### src/rtl/cam_pixel_tx.sv
// Camera stand-in: derives pclk, vsync, href and RGB565 bytes from clk_in, one pixel per ready/valid transfer.
// Define CAM_TX_PATTERN_EN to add an 8-bar colour pattern source selected by pattern_in at frame start.
module cam_pixel_tx #(
  parameter int CLK_DIV     = 4,
  parameter int H_ACTIVE    = 320,
  parameter int H_BLANK     = 144,
  parameter int V_ACTIVE    = 240,
  parameter int VSYNC_LINES = 3,
  parameter int V_BACK      = 17,
  parameter int V_FRONT     = 10
) (
  input  logic        clk_in,
  input  logic        rst_in,
  input  logic [15:0] pixel_in,
  input  logic        pixel_valid_in,
  output logic        pixel_ready_out,
  input  logic        pattern_in,
  output logic        pclk_out,
  output logic        vsync_out,
  output logic        href_out,
  output logic [7:0]  data_out,
  output logic        frame_start_out,
  output logic        underrun_out
);

  localparam int LINE_LEN = 2 * H_ACTIVE + H_BLANK;
  localparam int COL_W    = $clog2(LINE_LEN);
  localparam int DIV_W    = $clog2(CLK_DIV);
  localparam int V_MAX_A  = (VSYNC_LINES > V_BACK) ? VSYNC_LINES : V_BACK;
  localparam int V_MAX_B  = (V_ACTIVE > V_FRONT) ? V_ACTIVE : V_FRONT;
  localparam int V_MAX    = (V_MAX_A > V_MAX_B) ? V_MAX_A : V_MAX_B;
  localparam int LN_W     = (V_MAX > 1) ? $clog2(V_MAX) : 1;

  localparam logic [DIV_W-1:0] DIV_LAST = DIV_W'(CLK_DIV - 1);
  localparam logic [DIV_W-1:0] DIV_PRE  = DIV_W'(CLK_DIV - 2);
  localparam logic [DIV_W-1:0] DIV_HALF = DIV_W'(CLK_DIV / 2 - 1);
  localparam logic [COL_W-1:0] COL_LAST = COL_W'(LINE_LEN - 1);
  localparam logic [COL_W-1:0] COL_ACT  = COL_W'(2 * H_ACTIVE);
  localparam logic [LN_W-1:0]  VS_LAST  = LN_W'(VSYNC_LINES - 1);
  localparam logic [LN_W-1:0]  VB_LAST  = LN_W'(V_BACK - 1);
  localparam logic [LN_W-1:0]  VA_LAST  = LN_W'(V_ACTIVE - 1);
  localparam logic [LN_W-1:0]  VF_LAST  = LN_W'(V_FRONT - 1);

  typedef enum logic [1:0] {VSYNC, VBACK, ACTIVE, VFRONT} vstate_t;

  vstate_t           state, state_nxt;
  logic [LN_W-1:0]   line_cnt, line_nxt;
  logic [COL_W-1:0]  col_cnt, col_nxt;
  logic [DIV_W-1:0]  div_cnt;
  logic              started;
  logic [15:0]       pix_hold;
  logic              tick, pre_tick, half;
  logic              line_last, in_active, first_byte, frame_first;
  logic              pat_on;
  logic [15:0]       pat_pix;

  assign tick     = (div_cnt == DIV_LAST);
  assign pre_tick = (div_cnt == DIV_PRE);
  assign half     = (div_cnt == DIV_HALF);

  // Counters name the position that the next tick will put on the bus.
  assign in_active   = (state == ACTIVE) && (col_cnt < COL_ACT);
  assign first_byte  = in_active && !col_cnt[0];
  assign frame_first = (state == VSYNC) && (line_cnt == '0) && (col_cnt == '0);

  always_ff @(posedge clk_in) begin
    if (rst_in) begin
      state    <= VSYNC;
      line_cnt <= '0;
      col_cnt  <= '0;
    end else begin
      state    <= state_nxt;
      line_cnt <= line_nxt;
      col_cnt  <= col_nxt;
    end
  end

  always_comb begin
    state_nxt = state;
    line_nxt  = line_cnt;
    col_nxt   = col_cnt;
    line_last = 1'b0;
    case (state)
      VSYNC:   line_last = (line_cnt == VS_LAST);
      VBACK:   line_last = (line_cnt == VB_LAST);
      ACTIVE:  line_last = (line_cnt == VA_LAST);
      default: line_last = (line_cnt == VF_LAST);
    endcase
    if (tick) begin
      if (col_cnt == COL_LAST) begin
        col_nxt = '0;
        if (line_last) begin
          line_nxt = '0;
          case (state)
            VSYNC:   state_nxt = VBACK;
            VBACK:   state_nxt = ACTIVE;
            ACTIVE:  state_nxt = VFRONT;
            default: state_nxt = VSYNC;
          endcase
        end else begin
          line_nxt = line_cnt + 1'b1;
        end
      end else begin
        col_nxt = col_cnt + 1'b1;
      end
    end
  end

`ifdef CAM_TX_PATTERN_EN
  localparam int BAR_PX = H_ACTIVE / 8;
  localparam int BAR_W  = (BAR_PX > 1) ? $clog2(BAR_PX) : 1;
  localparam logic [BAR_W-1:0] BAR_LAST = BAR_W'(BAR_PX - 1);

  logic             pat_mode;
  logic [BAR_W-1:0] bar_px;
  logic [2:0]       bar_idx;

  // Bar position advances after each low byte and wraps back to bar 0 exactly at the end of href.
  always_ff @(posedge clk_in) begin
    if (rst_in) begin
      pat_mode <= 1'b0;
      bar_px   <= '0;
      bar_idx  <= '0;
    end else if (tick) begin
      if (frame_first) pat_mode <= pattern_in;
      if (in_active && col_cnt[0]) begin
        if (bar_px == BAR_LAST) begin
          bar_px  <= '0;
          bar_idx <= bar_idx + 3'd1;
        end else begin
          bar_px <= bar_px + 1'b1;
        end
      end
    end
  end

  always_comb begin
    pat_pix = 16'h0000;
    case (bar_idx)
      3'd0:    pat_pix = 16'hFFFF;
      3'd1:    pat_pix = 16'hFFE0;
      3'd2:    pat_pix = 16'h07FF;
      3'd3:    pat_pix = 16'h07E0;
      3'd4:    pat_pix = 16'hF81F;
      3'd5:    pat_pix = 16'hF800;
      3'd6:    pat_pix = 16'h001F;
      default: pat_pix = 16'h0000;
    endcase
  end

  assign pat_on = pat_mode;
`else
  logic unused_pattern;
  assign unused_pattern = pattern_in;
  assign pat_on         = 1'b0;
  assign pat_pix        = 16'h0000;
`endif

  always_ff @(posedge clk_in) begin
    if (rst_in) begin
      div_cnt         <= '0;
      started         <= 1'b0;
      pclk_out        <= 1'b0;
      vsync_out       <= 1'b0;
      href_out        <= 1'b0;
      data_out        <= 8'h00;
      pixel_ready_out <= 1'b0;
      frame_start_out <= 1'b0;
      underrun_out    <= 1'b0;
      pix_hold        <= 16'h0000;
    end else begin
      frame_start_out <= 1'b0;
      underrun_out    <= 1'b0;
      pixel_ready_out <= pre_tick && first_byte && !pat_on;
      if (tick) begin
        div_cnt         <= '0;
        started         <= 1'b1;
        pclk_out        <= 1'b0;
        vsync_out       <= (state == VSYNC);
        href_out        <= in_active;
        frame_start_out <= frame_first;
        if (first_byte) begin
          if (pat_on) begin
            data_out <= pat_pix[15:8];
            pix_hold <= pat_pix;
          end else if (pixel_ready_out && pixel_valid_in) begin
            data_out <= pixel_in[15:8];
            pix_hold <= pixel_in;
          end else begin
            data_out     <= 8'h00;
            pix_hold     <= 16'h0000;
            underrun_out <= 1'b1;
          end
        end else if (in_active) begin
          data_out <= pix_hold[7:0];
        end else begin
          data_out <= 8'h00;
        end
      end else begin
        div_cnt <= div_cnt + 1'b1;
        // Hold pclk low until the first frame has begun so its first rise follows vsync.
        if (half && started) pclk_out <= 1'b1;
      end
    end
  end

endmodule
### config.mk
export PLATFORM = sky130hd
export DESIGN_NAME = cam_pixel_tx
export DESIGN_NICKNAME = d
export VERILOG_FILES = /design/src/rtl/cam_pixel_tx.sv
export SDC_FILE = /design/constraint.sdc
export NUM_CORES = 1
export LEC_CHECK = 0
export ABC_AREA = 1
export BUFFER_PORTS_ARGS = -buffer_cell sky130_fd_sc_hd__buf_4
export CORE_ASPECT_RATIO = 0.5
export CORE_MARGIN = 8
export CORE_UTILIZATION = 61
export CTS_CLUSTER_DIAMETER = 80
export DETAILED_ROUTE_END_ITERATION = 6
export PLACE_DENSITY = 0.84
export SYNTH_ARGS = -nofsm -noshare
export SYNTH_HDL_FRONTEND = slang
export SYNTH_SLANG_ARGS = --single-unit
### constraint.sdc
create_clock -name clk_in -period 4 [get_ports clk_in]
set_clock_uncertainty 0.2 [all_clocks]
set_input_delay 0.6 -clock clk_in [delete_from_list [all_inputs] [get_ports clk_in]]
set_output_delay 0.6 -clock clk_in [all_outputs]
set_load 0.05 [all_outputs]
==> flow_metrics.py <==
metrics = {
    "cells_and_area": {
        "nFillCells": 327,
        "layout-drive-gt1-share": 0.1458,
        "final_cell_mix": "nand2_1, inv_1, dfxtp_1",
        "num_antenna_cells": 0,
        "fin_nets": 422,
        "syn2layout_area_growth_pct": 13.57,
        "final_common_cell": "nand2_1",
    },
    "worst_hold_path": {
        "min_path_type": "register to register",
    },
    "global_routing": {
        "antenna_found_initial": 0,
        "grt_pass1_vias": 2112,
        "overflow": 0,
        "grt_first_pass_wirelength_um": 9080,
        "grt_use_total": 0.1749,
        "grt_max_degree": 16,
    },
    "critical_path": {
        "start_kind": "register",
        "slowest_delay_ns": 0.67,
        "cpMaxStageDelayCell": "nor2_1",
        "crit_path_end_kind": "register",
        "cp_data_arrival_time_ns": 2.08,
        "critPathKind": "register to register",
        "crit_family": "simple AND/OR/NAND/NOR gates",
        "path_max_fanout": 13,
        "worst-path-buf-inv": 1,
        "worstPathRequired_ns": 4.04,
        "crit_chain": "ha_1, nor2_1, inv_1, o21ai_0",
    },
    "drt": {
        "dr.first_iter.drc_count": 98,
        "vias": 2265,
        "via_per_inst": 5.090,
        "drt_wl_total_um": 5325,
        "drt_pass1_iterations": 4,
        "wl_per_cell_um": 11.97,
        "drc_errors": 0,
        "antenna_left": 0,
    },
    "placed_design": {
        "port_buffers": 32,
        "place.gp.congestion": 0.8282,
        "dp_hpwl_um": 4062,
    },
    "clocking": {
        "root_buffer": "clkbuf_8",
        "cts_tree": "yes",
        "clk_latency_ns": 0.31,
        "htree_levels": 2,
        "cts.clk_slew.worst_paths_ns": 0.09,
        "post_cts_buffers": 0,
        "post_cts_resized": 0,
        "cts-buffers-inserted": 5,
        "cts.sinks": 45,
        "clk_path_buf_depth": 2,
        "postCtsHoldBufs": 0,
    },
    "sta": {
        "period_needed_ns": 2.048,
        "timing.hold.ws_ns": 0.2611,
        "final_hold_viol_count": 0,
        "rsz0062_at_grt": "false",
        "setup_tns_ns": 0,
        "slew_violations": 0,
        "post-route-period-util": 0.5121,
        "clock.fmax_ghz": 0.4882,
        "tightest_slew_ns": 0.7574,
        "relSlewSlack": 0.4932,
        "setup_viol": 0,
    },
    "pwr": {
        "power_uw": 804.6,
        "max-vdd-ir-drop_uv": 148.2,
        "p_leak_uw": 0.001260,
        "p_per_area_nw_per_um2": 289.9,
    },
    "die": {
        "dieArea_um2": 6410,
        "rows": 16,
        "core-area_um2": 3864,
        "die_x_um": 105.5,
        "chipHeight_um": 60.76,
        "io_pins": 34,
        "start_util": 0.6324,
    },
    "logic_synthesis": {
        "synth_adder_area_share": 0.06144,
        "ys_seq_area_frac": 0.3687,
        "synth_top_family_by_area": "simple AND/OR/NAND/NOR gates",
        "synth_compound_area_frac": 0.09217,
        "synth-seq-cells": 45,
        "synthSimpleGateAreaFrac": 0.3533,
        "yosysWarnings": 0,
        "synthArstFlopShare": 0,
        "synth_enable_flop_cells": 0,
        "avgSynthCellArea_um2": 6.769,
        "syn_nets": 393,
        "synthFlopType": "dfxtp_1",
        "synth_area_um2": 2444,
        "synthXorXnorAreaFrac": 0.003584,
        "synth_mux_area_frac": 0,
        "syn_inst": 361,
        "ys_types": 26,
    },
    "status": {
        "outcome": "completed",
    },
    "job": {
        "drv_cap": 0,
    },
}
## area by class of cell
| type | count | area (µm²) | share of cell area |
|---|---|---|---|
| Clock buffer | 5 | 68.82 | 0.02480 |
| Clock inverter | 3 | 21.27 | 0.007665 |
| Inverter | 61 | 229.0 | 0.08251 |
| Multi-Input combinational cell | 245 | 1247 | 0.4495 |
| Sequential cell | 45 | 900.9 | 0.3246 |
| Tap cell | 54 | 67.56 | 0.02435 |
| Timing Repair Buffer | 32 | 240.2 | 0.08656 |
## sequential cells by signal, indices dropped and copies added, names as in the netlist
signal / flops
vsync_out: 1
underrun_out: 1
href_out: 1
div_cnt: 2
col_cnt: 10
data_out: 8
pix_hold: 8
line_cnt: 8
pixel_ready_out: 1
started: 1
pclk_out: 1
state: 2
frame_start_out: 1
## worst paths after layout
check | slack [ns] | startpoint | cells past startpoint | to
hold reg to reg | 0.26 | data_out[4]$_SDFFE_PP0N_ | 2 | data_out[4]$_SDFFE_PP0N_
setup reg to reg | 1.95 | div_cnt[0]$_SDFF_PP0_ | 4 | col_cnt[0]$_SDFFE_PP0N_
hold / removal | 0.26 | data_out[4]$_SDFFE_PP0N_ | 2 | data_out[4]$_SDFFE_PP0N_
setup / recovery | 1.95 | div_cnt[0]$_SDFF_PP0_ | 4 | col_cnt[0]$_SDFFE_PP0N_
## power by group
part	total, µW	internal, µW	switching, µW
combinational	51.4	20.3	31.1
sequential	459	453	5.54
clock	294	124	170
## synth_stat cells, types with 6 or more instances
cell,number,area share
ha_1,12,0.061
o31ai_1,6,0.018
dfxtp_1,45,0.37
nand2_1,91,0.14
nand3_1,27,0.055
o21ai_0,15,0.031
inv_1,60,0.092
nor3_1,6,0.012
a21oi_1,10,0.020
nand4_1,11,0.028
nor2_1,44,0.068
## worst reg2reg max path: stages, from the launching register on
cell	delay, ns
dfxtp_1	0.35
ha_1	0.39
nor2_1	0.67
inv_1	0.18
o21ai_0	0.18
## stage by stage
step                        util  instance area [µm²]  instances  setup WS (ns)
final                     0.7183                 2775        445          1.952
after floorplan                -                 2444        361          2.257
after global routing      0.7183                 2775        445          1.694
after CTS                 0.7183                 2775        445          1.907
after detailed placement  0.6949                 2685        437          1.846
after global placement    0.6949                 2685        437          1.812
## routing by layer
layer / global-route usage / vias up / part of all wire
met3: 0.05720 / 8 / 0.063
met5: 0 / - / 0
met2: 0.3156 / 41 / 0.47
li1: - / 1193 / -
met4: 0.06535 / 0 / 0.013
met1: 0.1938 / 1023 / 0.46
## kinds of logic after synthesis
| logic type | Yosys count |
|---|---|
| simple gates | 194 |
| buf+inv | 71 |
| compound gates | 38 |
| fa+ha+maj | 12 |
| flops | 45 |
| xor+xnor | 1 |
No activity file was read; power rests on OpenSTA's default activity.
